File: src/rtl/imem_controller.sv
// rtl/imem_controller.sv - instruction memory sequencer: zero-fill sweep, loader/fetch arbitration
// Optional misaligned-fetch trap enabled by defining IMEM_MISALIGN_TRAP_EN.
module imem_controller #(
  parameter int          DEPTH    = 1024,
  parameter int          AW       = 10,
  parameter logic [31:0] NOP_WORD = 32'h0000_0000
) (
  input  logic          clk,
  input  logic          rst,
  input  logic          clear_req,
  input  logic          ld_valid,
  input  logic [31:0]   ld_data,
  input  logic          ld_rewind,
  output logic          ld_ready,
  input  logic          fetch_req,
  input  logic [31:0]   fetch_addr,
  output logic          fetch_valid,
  output logic [31:0]   fetch_instr,
  output logic          fetch_stall,
  output logic          busy,
  output logic [AW-1:0] mem_addr,
  output logic [31:0]   mem_wdata,
  output logic          mem_we,
  input  logic [31:0]   mem_rdata
`ifdef IMEM_MISALIGN_TRAP_EN
  ,
  output logic          fetch_err
`endif
);

  typedef enum logic {S_CLEAR, S_SERVE} state_t;

  state_t        state, state_nxt;
  logic [AW-1:0] clr_cnt, clr_cnt_nxt;
  logic [AW-1:0] ld_ptr, ld_ptr_nxt;
  logic          fetch_go;

  // Only the word-index bits of the byte address select a memory word.
  logic unused_addr_bits;
  assign unused_addr_bits = ^{fetch_addr[31:AW+2], fetch_addr[1:0]};

  always_comb begin
    state_nxt   = state;
    clr_cnt_nxt = clr_cnt;
    ld_ptr_nxt  = ld_rewind ? '0 : ld_ptr;
    mem_we      = 1'b0;
    mem_wdata   = 32'h0;
    mem_addr    = fetch_addr[AW+1:2];
    ld_ready    = 1'b0;
    fetch_stall = fetch_req;
    busy        = 1'b0;
    fetch_go    = 1'b0;
    case (state)
      S_CLEAR: begin
        mem_we      = 1'b1;
        mem_addr    = clr_cnt;
        busy        = 1'b1;
        clr_cnt_nxt = clr_cnt + 1'b1;
        if (clr_cnt == AW'(DEPTH - 1)) state_nxt = S_SERVE;
      end
      default: begin
        if (clear_req) begin
          state_nxt   = S_CLEAR;
          clr_cnt_nxt = '0;
        end else if (ld_valid) begin
          mem_we     = 1'b1;
          mem_addr   = ld_ptr;
          mem_wdata  = ld_data;
          ld_ready   = 1'b1;
          ld_ptr_nxt = ld_rewind ? '0 : ld_ptr + 1'b1;
        end else if (fetch_req) begin
          fetch_stall = 1'b0;
          fetch_go    = 1'b1;
        end
      end
    endcase
    // While reset is held the memory must not be written and the PC must hold.
    if (!rst) begin
      mem_we      = 1'b0;
      ld_ready    = 1'b0;
      busy        = 1'b1;
      fetch_stall = 1'b1;
      fetch_go    = 1'b0;
    end
  end

  always_ff @(posedge clk or negedge rst) begin
    if (!rst) begin
      state       <= S_CLEAR;
      clr_cnt     <= '0;
      ld_ptr      <= '0;
      fetch_valid <= 1'b0;
      fetch_instr <= NOP_WORD;
    end else begin
      state       <= state_nxt;
      clr_cnt     <= clr_cnt_nxt;
      ld_ptr      <= ld_ptr_nxt;
      fetch_valid <= fetch_go;
      if (fetch_go) begin
`ifdef IMEM_MISALIGN_TRAP_EN
        fetch_instr <= (fetch_addr[1:0] != 2'b00) ? NOP_WORD : mem_rdata;
`else
        fetch_instr <= mem_rdata;
`endif
      end
    end
  end

`ifdef IMEM_MISALIGN_TRAP_EN
  always_ff @(posedge clk or negedge rst) begin
    if (!rst) fetch_err <= 1'b0;
    else      fetch_err <= fetch_go && (fetch_addr[1:0] != 2'b00);
  end
`endif

endmodule

File: config.mk
export PLATFORM = sky130hd
export DESIGN_NAME = imem_controller
export DESIGN_NICKNAME = d
export VERILOG_FILES = /design/src/rtl/imem_controller.sv
export SDC_FILE = /design/constraint.sdc
export NUM_CORES = 1
export LEC_CHECK = 0
export ABC_AREA = 1
export BUFFER_PORTS_ARGS = -buffer_cell sky130_fd_sc_hd__buf_2
export CAP_MARGIN = 40
export CORE_ASPECT_RATIO = 0.7
export CORE_MARGIN = 8
export CORE_UTILIZATION = 38
export DETAILED_ROUTE_END_ITERATION = 12
export PLACE_DENSITY_LB_ADDON = 0.2
export SYNTH_ARGS = -nofsm -noshare
export SYNTH_HDL_FRONTEND = slang
export SYNTH_SLANG_ARGS = --single-unit
File: constraint.sdc
create_clock -name clk -period 1.2 [get_ports clk]
set_clock_uncertainty 0.1 [all_clocks]
set_input_delay 0.12 -clock clk [delete_from_list [all_inputs] [get_ports clk]]
set_output_delay 0.12 -clock clk [all_outputs]
set_load 0.005 [all_outputs]
==> results by group, run 1 <==
Detailed routing
  • Via density: 4.560
  • 1st-pass router iterations: 4
  • DRT Wirelength: 10.86 mm
  • Routed Antenna Nets: 0
  • Total DRC errors in the routed layout: 0
  • Vias: 3297
  • Iter 0 DRT Violations: 78
  • Wire per inst: around 15 µm

Critical path
  • Stages on worst setup path: 5
  • Crit-path cells: inv_4, nor2_4, inv_6, o221ai_1, buf_2
  • CP startpoint kind: register
  • R2R Setup Slk: -0.42 ns
  • Worst R2R End: ld_ptr[9]
  • Crit path largest cell delay: 0.42 ns
  • Top delay family on crit path: flip-flops
  • CP endpoint: mem_addr[5]
  • Crit-path slowest cell: dfrtp_2
  • Critical path type: reg2out
  • RR Startpoint: state
  • Critical path peak fanout: 9
  • Worst endpoint data arrival time: 1.43 ns
  • CP startpoint: state
  • CP Capture Type: output pin
  • Worst Path Buf+Inv: 3
  • CP required: 0.98 ns
  • Worst R2R Path Depth: 10

Job
  • Max cap viols: 0

CTS
  • Clk_lat worst skew: approximately 0.29 ns
  • CTS tree: done
  • Worst-case clock buffer depth: 2
  • CTS clk-pin slew, worst paths: 0.09 ns
  • Clock Sinks: 54
  • CTS buffer count: 5
  • Clk Tree Root Cell: clkbuf_8
  • CTS H-tree depth: 2

Die
  • Starting Density: 38.58%
  • # rows: 26
  • Core area: ~7200 µm²
  • Chip Width: 118.1 µm
  • I/O pin total: 181
  • Die area: 10330 µm²
  • Die height: between 80 and 90 µm

Yosys
  • Commonest cells post-synth: nand2_1, inv_1, dfrtp_1, nor2_1, o21ai_0
  • Sequential area share after synthesis: 48.71%
  • Top_reg_cell synth: dfrtp_1
  • Mapped Avg Cell Area: 7.397 µm²
  • Area leader, netlist: dfrtp_1
  • #FFs+latches synth: 54
  • Count leader, synth: nand2_1
  • Top-area cell type share of the netlist area: 48.71%
  • EDFF count, synth: 0
  • Yosys cell types: 27
  • Asr flop ratio synth: between 90% and 100%
  • Mapped Nets: 479
  • Yosys warns: 0
  • Synthesized cell area: about 2800 µm²
  • Mapped Cells: 375
  • Top post-synthesis cells by area: dfrtp_1, nand2_1, inv_1

Placement
  • Placed Cells: 658
  • PortBufs: 158
  • DP HPWL: 7.488 mm
  • Final GP Congestion: 0.8659

Final layout
  • Count of non-filler cells in the finished layout: 723
  • Fillers: 529
  • Area growth, synth to finish: 83.85%
  • Area of the multi-input gates: 1415 µm²
  • Seq. cell area: 1353 µm²
  • Final Core Density: 70.94%
  • Share of layout cells above drive strength 1: 50.96%
  • Nets: 727

Pwr
  • Worst VDD drop: 0.9723 mV
  • Lkg Pwr: 2.985 nW
  • Total power draw: 4.726 mW
  • Power Dens Cells: between 900 and 1000 nW/µm²

Global route
  • Antenna violations before repair: 0
  • First-pass GRT wire length: 16.85 mm
  • Total grt overflow: 0
  • Largest net degree at the start of global routing: 20
  • GRT Overall Usage: 20.18%
  • Vias in the first global route: 3327

Timing
  • Slew margin rel.: 79.25%
  • Hold slack final: 0.1070 ns
  • Fmax achieved: just over 600 MHz
  • Final Max Tran Viols: 0
  • Final Hold Viols: 0
  • Setup WS post-layout: -0.4475 ns
  • Final setup violation count: 100
  • Slew @ Worst Pin: 0.3109 ns
  • RSZ-0062 raised after global routing: yes
  • Period utilization: 137.3%
  • Final min period: roughly 1.6 ns

Worst hold path
  • Hold crit path type: in2async

Outcome
  • Failing checks: negative setup slack
  • Status: finished with violations
power by group:
group	switching [mW]	internal, mW	total (mW)
Combinational	0.674	0.733	1.41
Sequential	0.128	1.98	2.11
Clock	0.587	0.624	1.21
cell families (layout without fill, tap and decap cells):
| group | after synthesis | after routing | share of synthesized area (%) |
|---|---|---|---|
| and+or+nand+nor | 205 | 205 | 29.86 |
| AOI/OAI and AO/OA | 39 | 39 | 8.435 |
| buffers and inverters | 75 | 324 | 12.09 |
| other | 0 | 1 | 0 |
| DFF | 54 | 54 | 48.71 |
| adders and majority gates | 2 | 2 | 0.9020 |
stage by stage:
step           setup slack (ns)  setup TNS, ns  area, µm²
3_3_place_gp            -0.1808         -9.569       4074
4_1_cts                 -0.4618         -32.89       4876
2_1_floorplan          -0.06641         -3.138       2935
6_report                -0.4475         -33.85       5100
5_1_grt                 -0.5518         -41.94       5097
3_5_place_dp            -0.2283         -11.39       4074
cells in the final DEF, fill, tap and decap left out, drive strengths merged:
| master | netlist | final |
|---|---|---|
| buf | 11 | 222 |
| a31oi | 1 | 1 |
| nand2 | 133 | 133 |
| a21oi | 7 | 7 |
| nor3 | 5 | 5 |
| clkinvlp | 0 | 1 |
| o21ai | 18 | 18 |
| nand4 | 3 | 3 |
| inv | 61 | 61 |
| nor2 | 54 | 54 |
| o221ai | 4 | 4 |
| o22ai | 2 | 2 |
| a221o | 1 | 1 |
| dlymetal6s4s | 0 | 1 |
| clkbuf | 3 | 6 |
| bufinv | 0 | 1 |
| dlygate4sd3 | 0 | 32 |
| o31ai | 2 | 2 |
| o211ai | 4 | 4 |
| nand3 | 10 | 10 |
| dfrtp | 54 | 54 |
| ha | 2 | 2 |
| diode | 0 | 1 |
worst min-delay path, delay by kind of cell:
family / cells / cell delay, ns
buffers and inverters: 3 / 0.72
sequential cells by signal, indices dropped and copies added, names as in the netlist:
signal       cells
clr_cnt         10
ld_ptr          10
state            1
fetch_instr     32
fetch_valid      1
layout make-up:
| class | count | area share (%) |
|---|---|---|
| Tap cell | 98 | 2.404 |
| Timing Repair Buffer | 255 | 36.19 |
| Antenna cell | 1 | 0.04907 |
| Multi-Input combinational cell | 246 | 27.75 |
| Sequential cell | 54 | 26.52 |
| Clock buffer | 6 | 1.423 |
| Inverter | 61 | 4.931 |
| Clock inverter | 2 | 0.7360 |
what timing repair did:
action                                 in CTS  in global routing
endpoints found under the hold margin      86                  0
pin swaps                                  14                 11
setup endpoints to repair                  96                100
hold buffers                               33                  0
gates resized for setup                    62                 42
gates cloned                                3                  0
setup buffers                              10                 10
worst min-delay path by stage:
stage,start,to,slack [ns]
after global routing,rst,ld_ptr[8],0.09
after CTS,ld_rewind,ld_ptr[7],0.09
after global placement,rst,ld_ptr[8],0.06
after detailed placement,rst,ld_ptr[8],0.06
final,rst,state,0.11
after floorplan,rst,clr_cnt[0],-0.28
routing by layer:
layer	track usage, %	wire [µm]	vias to the layer above
met5	0	0	-
met4	4.167	86	0
li1	-	-	1645
met3	6.671	745	10
met2	35.63	5370	123
met1	23.52	4654	1519
No activity file was read; power rests on OpenSTA's default activity.
==> run 2, diff against run 1 <==
--- a/config.mk
+++ b/config.mk
@@ -8,9 +8,11 @@
 export ABC_AREA = 1
 export BUFFER_PORTS_ARGS = -buffer_cell sky130_fd_sc_hd__buf_2
 export CAP_MARGIN = 40
+export CELL_PAD_IN_SITES_DETAIL_PLACEMENT = 1
+export CELL_PAD_IN_SITES_GLOBAL_PLACEMENT = 1
 export CORE_ASPECT_RATIO = 0.7
 export CORE_MARGIN = 8
-export CORE_UTILIZATION = 38
+export CORE_UTILIZATION = 25
 export DETAILED_ROUTE_END_ITERATION = 12
 export PLACE_DENSITY_LB_ADDON = 0.2
 export SYNTH_ARGS = -nofsm -noshare
==> results by group, run 2 (synthesis results as in run 1) <==
Outcome
  • Status: finished with violations
  • Failing checks: negative setup slack

Detailed routing
  • Via density: around 4.3
  • Total DRC errors in the routed layout: 0
  • 1st-pass router iterations: 4
  • Wire per inst: 16.15 µm
  • Routed Antenna Nets: 0
  • Vias: 3346
  • Iter 0 DRT Violations: 101
  • DRT Wirelength: 12.52 mm

Pwr
  • Power Dens Cells: 1074 nW/µm²
  • Lkg Pwr: 2.978 nW
  • Worst VDD drop: 0.6151 mV

Final layout
  • Number of flip-flops in the largest register: 32
  • Diodes inserted: 0
  • Biggest regs: fetch_instr: 32 flops, clr_cnt: 10 flops, ld_ptr: 10 flops
  • Nets: slightly above 700
  • Commonest non-fill, non-tap cell in the layout: buf_2
  • Top reg by flops: fetch_instr
  • Area growth, synth to finish: 93.91%
  • Most frequent cells in the layout: buf_2, nand2_1, dfrtp_1
  • Share of layout cells above drive strength 1: between 50% and 60%
  • Count of non-filler cells in the finished layout: around 780

Global route
  • Largest net degree at the start of global routing: 30
  • First-pass GRT wire length: 19.46 mm
  • Antenna violations before repair: 1
  • GRT Overall Usage: between 10% and 20%
  • Total grt overflow: 0
  • Vias in the first global route: 3615

Critical path
  • Worst Path Buf+Inv: 5
  • Top delay family on crit path: buffers and inverters
  • Critical path peak fanout: 7
  • CP required: 0.98 ns
  • Worst endpoint data arrival time: 1.52 ns
  • Crit-path cells: inv_4, nor2_4, inv_4, buf_12, clkbuf_16, nor2_2, buf_2
  • CP Capture Type: output pin
  • Crit-path slowest cell: dfrtp_1
  • CP startpoint kind: register
  • Most used cell along the critical path: inv_4
  • Critical path type: reg2out
  • Crit path largest cell delay: 0.42 ns

Placement
  • Placed Cells: a little over 700
  • DP HPWL: 8.835 mm
  • Worst Setup Slack post-DPL: -0.2390 ns
  • Final GP Congestion: 0.7941
  • PortBufs: 158

CTS
  • CTS clk-pin slew, worst paths: 0.08 ns
  • Clk Tree Root Cell: clkbuf_16
  • Clock Sinks: 54
  • Worst-case clock buffer depth: 2
  • CTS H-tree depth: 2
  • Clk_lat worst skew: 0.29 ns
  • CTS tree: done
  • CTS buffer count: 5

Timing
  • Slew @ Worst Pin: approximately 0.4 ns
  • Final Max Tran Viols: 0
  • Final min period: 1.735 ns
  • RSZ-0062 raised after global routing: yes
  • Final Hold Viols: 0
  • Setup WS post-layout: -0.5351 ns
  • Final setup violation count: 98
  • Slew margin rel.: roughly 74%
  • Period utilization: 144.6%
  • Fmax achieved: 576.3 MHz

Die
  • Starting Density: around a quarter
  • Die height: about 100 µm
  • Core area: 10930 µm²
  • Chip Width: around 140 µm
  • # rows: 32
  • Die area: ~15000 µm²
  • I/O pin total: 181

Worst hold path
  • Hold crit path type: in2reg

Job
  • Max cap viols: 0
[run 2: where the power goes]
part / switching [mW] / internal (mW)
Combinational: 0.854 / 0.916
Sequential: 0.137 / 1.98
Clock: 0.684 / 1.20
[run 2: worst register-to-register path: stages, from the launching register on]
cell and delay, ns:
dfrtp_1 0.42, buf_4 0.14, buf_6 0.10, nand2_2 0.06, nor2_2 0.11, nand3_2 0.08
buf_4 0.16, bufbuf_16 0.29, nand2_1 0.08, nand2_1 0.06
[run 2: metal layers]
layer | wire, µm | share of wire, % | GRT usage [%]
met1 | 5443 | 43 | 19.67
met2 | 5999 | 48 | 27.87
met3 | 883 | 7.1 | 5.044
met4 | 178 | 1.4 | 3.667
met5 | 13 | 0.10 | 0
[run 2: layout make-up]
class	instances	area, µm²
Clock inverter	3	68.82
Sequential cell	54	1353
Tap cell	153	191.4
Fill cell	1325	5552
Timing Repair Buffer	253	1861
Clock buffer	5	125.1
Inverter	61	241.5
Multi-Input combinational cell	246	1539
[run 2: stage by stage]
step | instance area (µm²) | hold slack, ns | TNS (ns) | utilization [%] | total power [mW]
floorplan | 2935 | -0.2756 | -3.138 | - | 2.634
global placement | 4193 | 0.1409 | -10.81 | 38.36 | 3.407
detailed placement | 4193 | 0.1402 | -14.37 | 38.36 | 3.459
CTS | 5030 | 0.1074 | -35.83 | 46.02 | 5.623
global route | 5379 | 0.1766 | -47.95 | 49.21 | 6.094
finish | 5379 | 0.1363 | -38.64 | 49.21 | 5.776
[run 2: worst paths after layout]
path / depth (start not counted) / to / start / slack (ns)
worst max-delay path: 7 / mem_wdata[1] / state / -0.54
worst min-delay path: 4 / ld_ptr[5] / ld_rewind / 0.14
worst max register to register: 9 / fetch_instr[23] / state / -0.50
worst min register to register: 2 / fetch_instr[22] / fetch_instr[22] / 0.38
max in group asynchronous: 3 / fetch_instr[13] / rst / 0.19
min in group asynchronous: 3 / clr_cnt[3] / rst / 0.43
[run 2: timing repair]
action                                 CTS  global route
endpoints found under the hold margin   86             0
setup endpoints to repair               97           100
gates cloned                             4             2
pin swaps                                5            19
resized for setup                       46            66
hold buffers                            33             0
setup buffers                            7             6
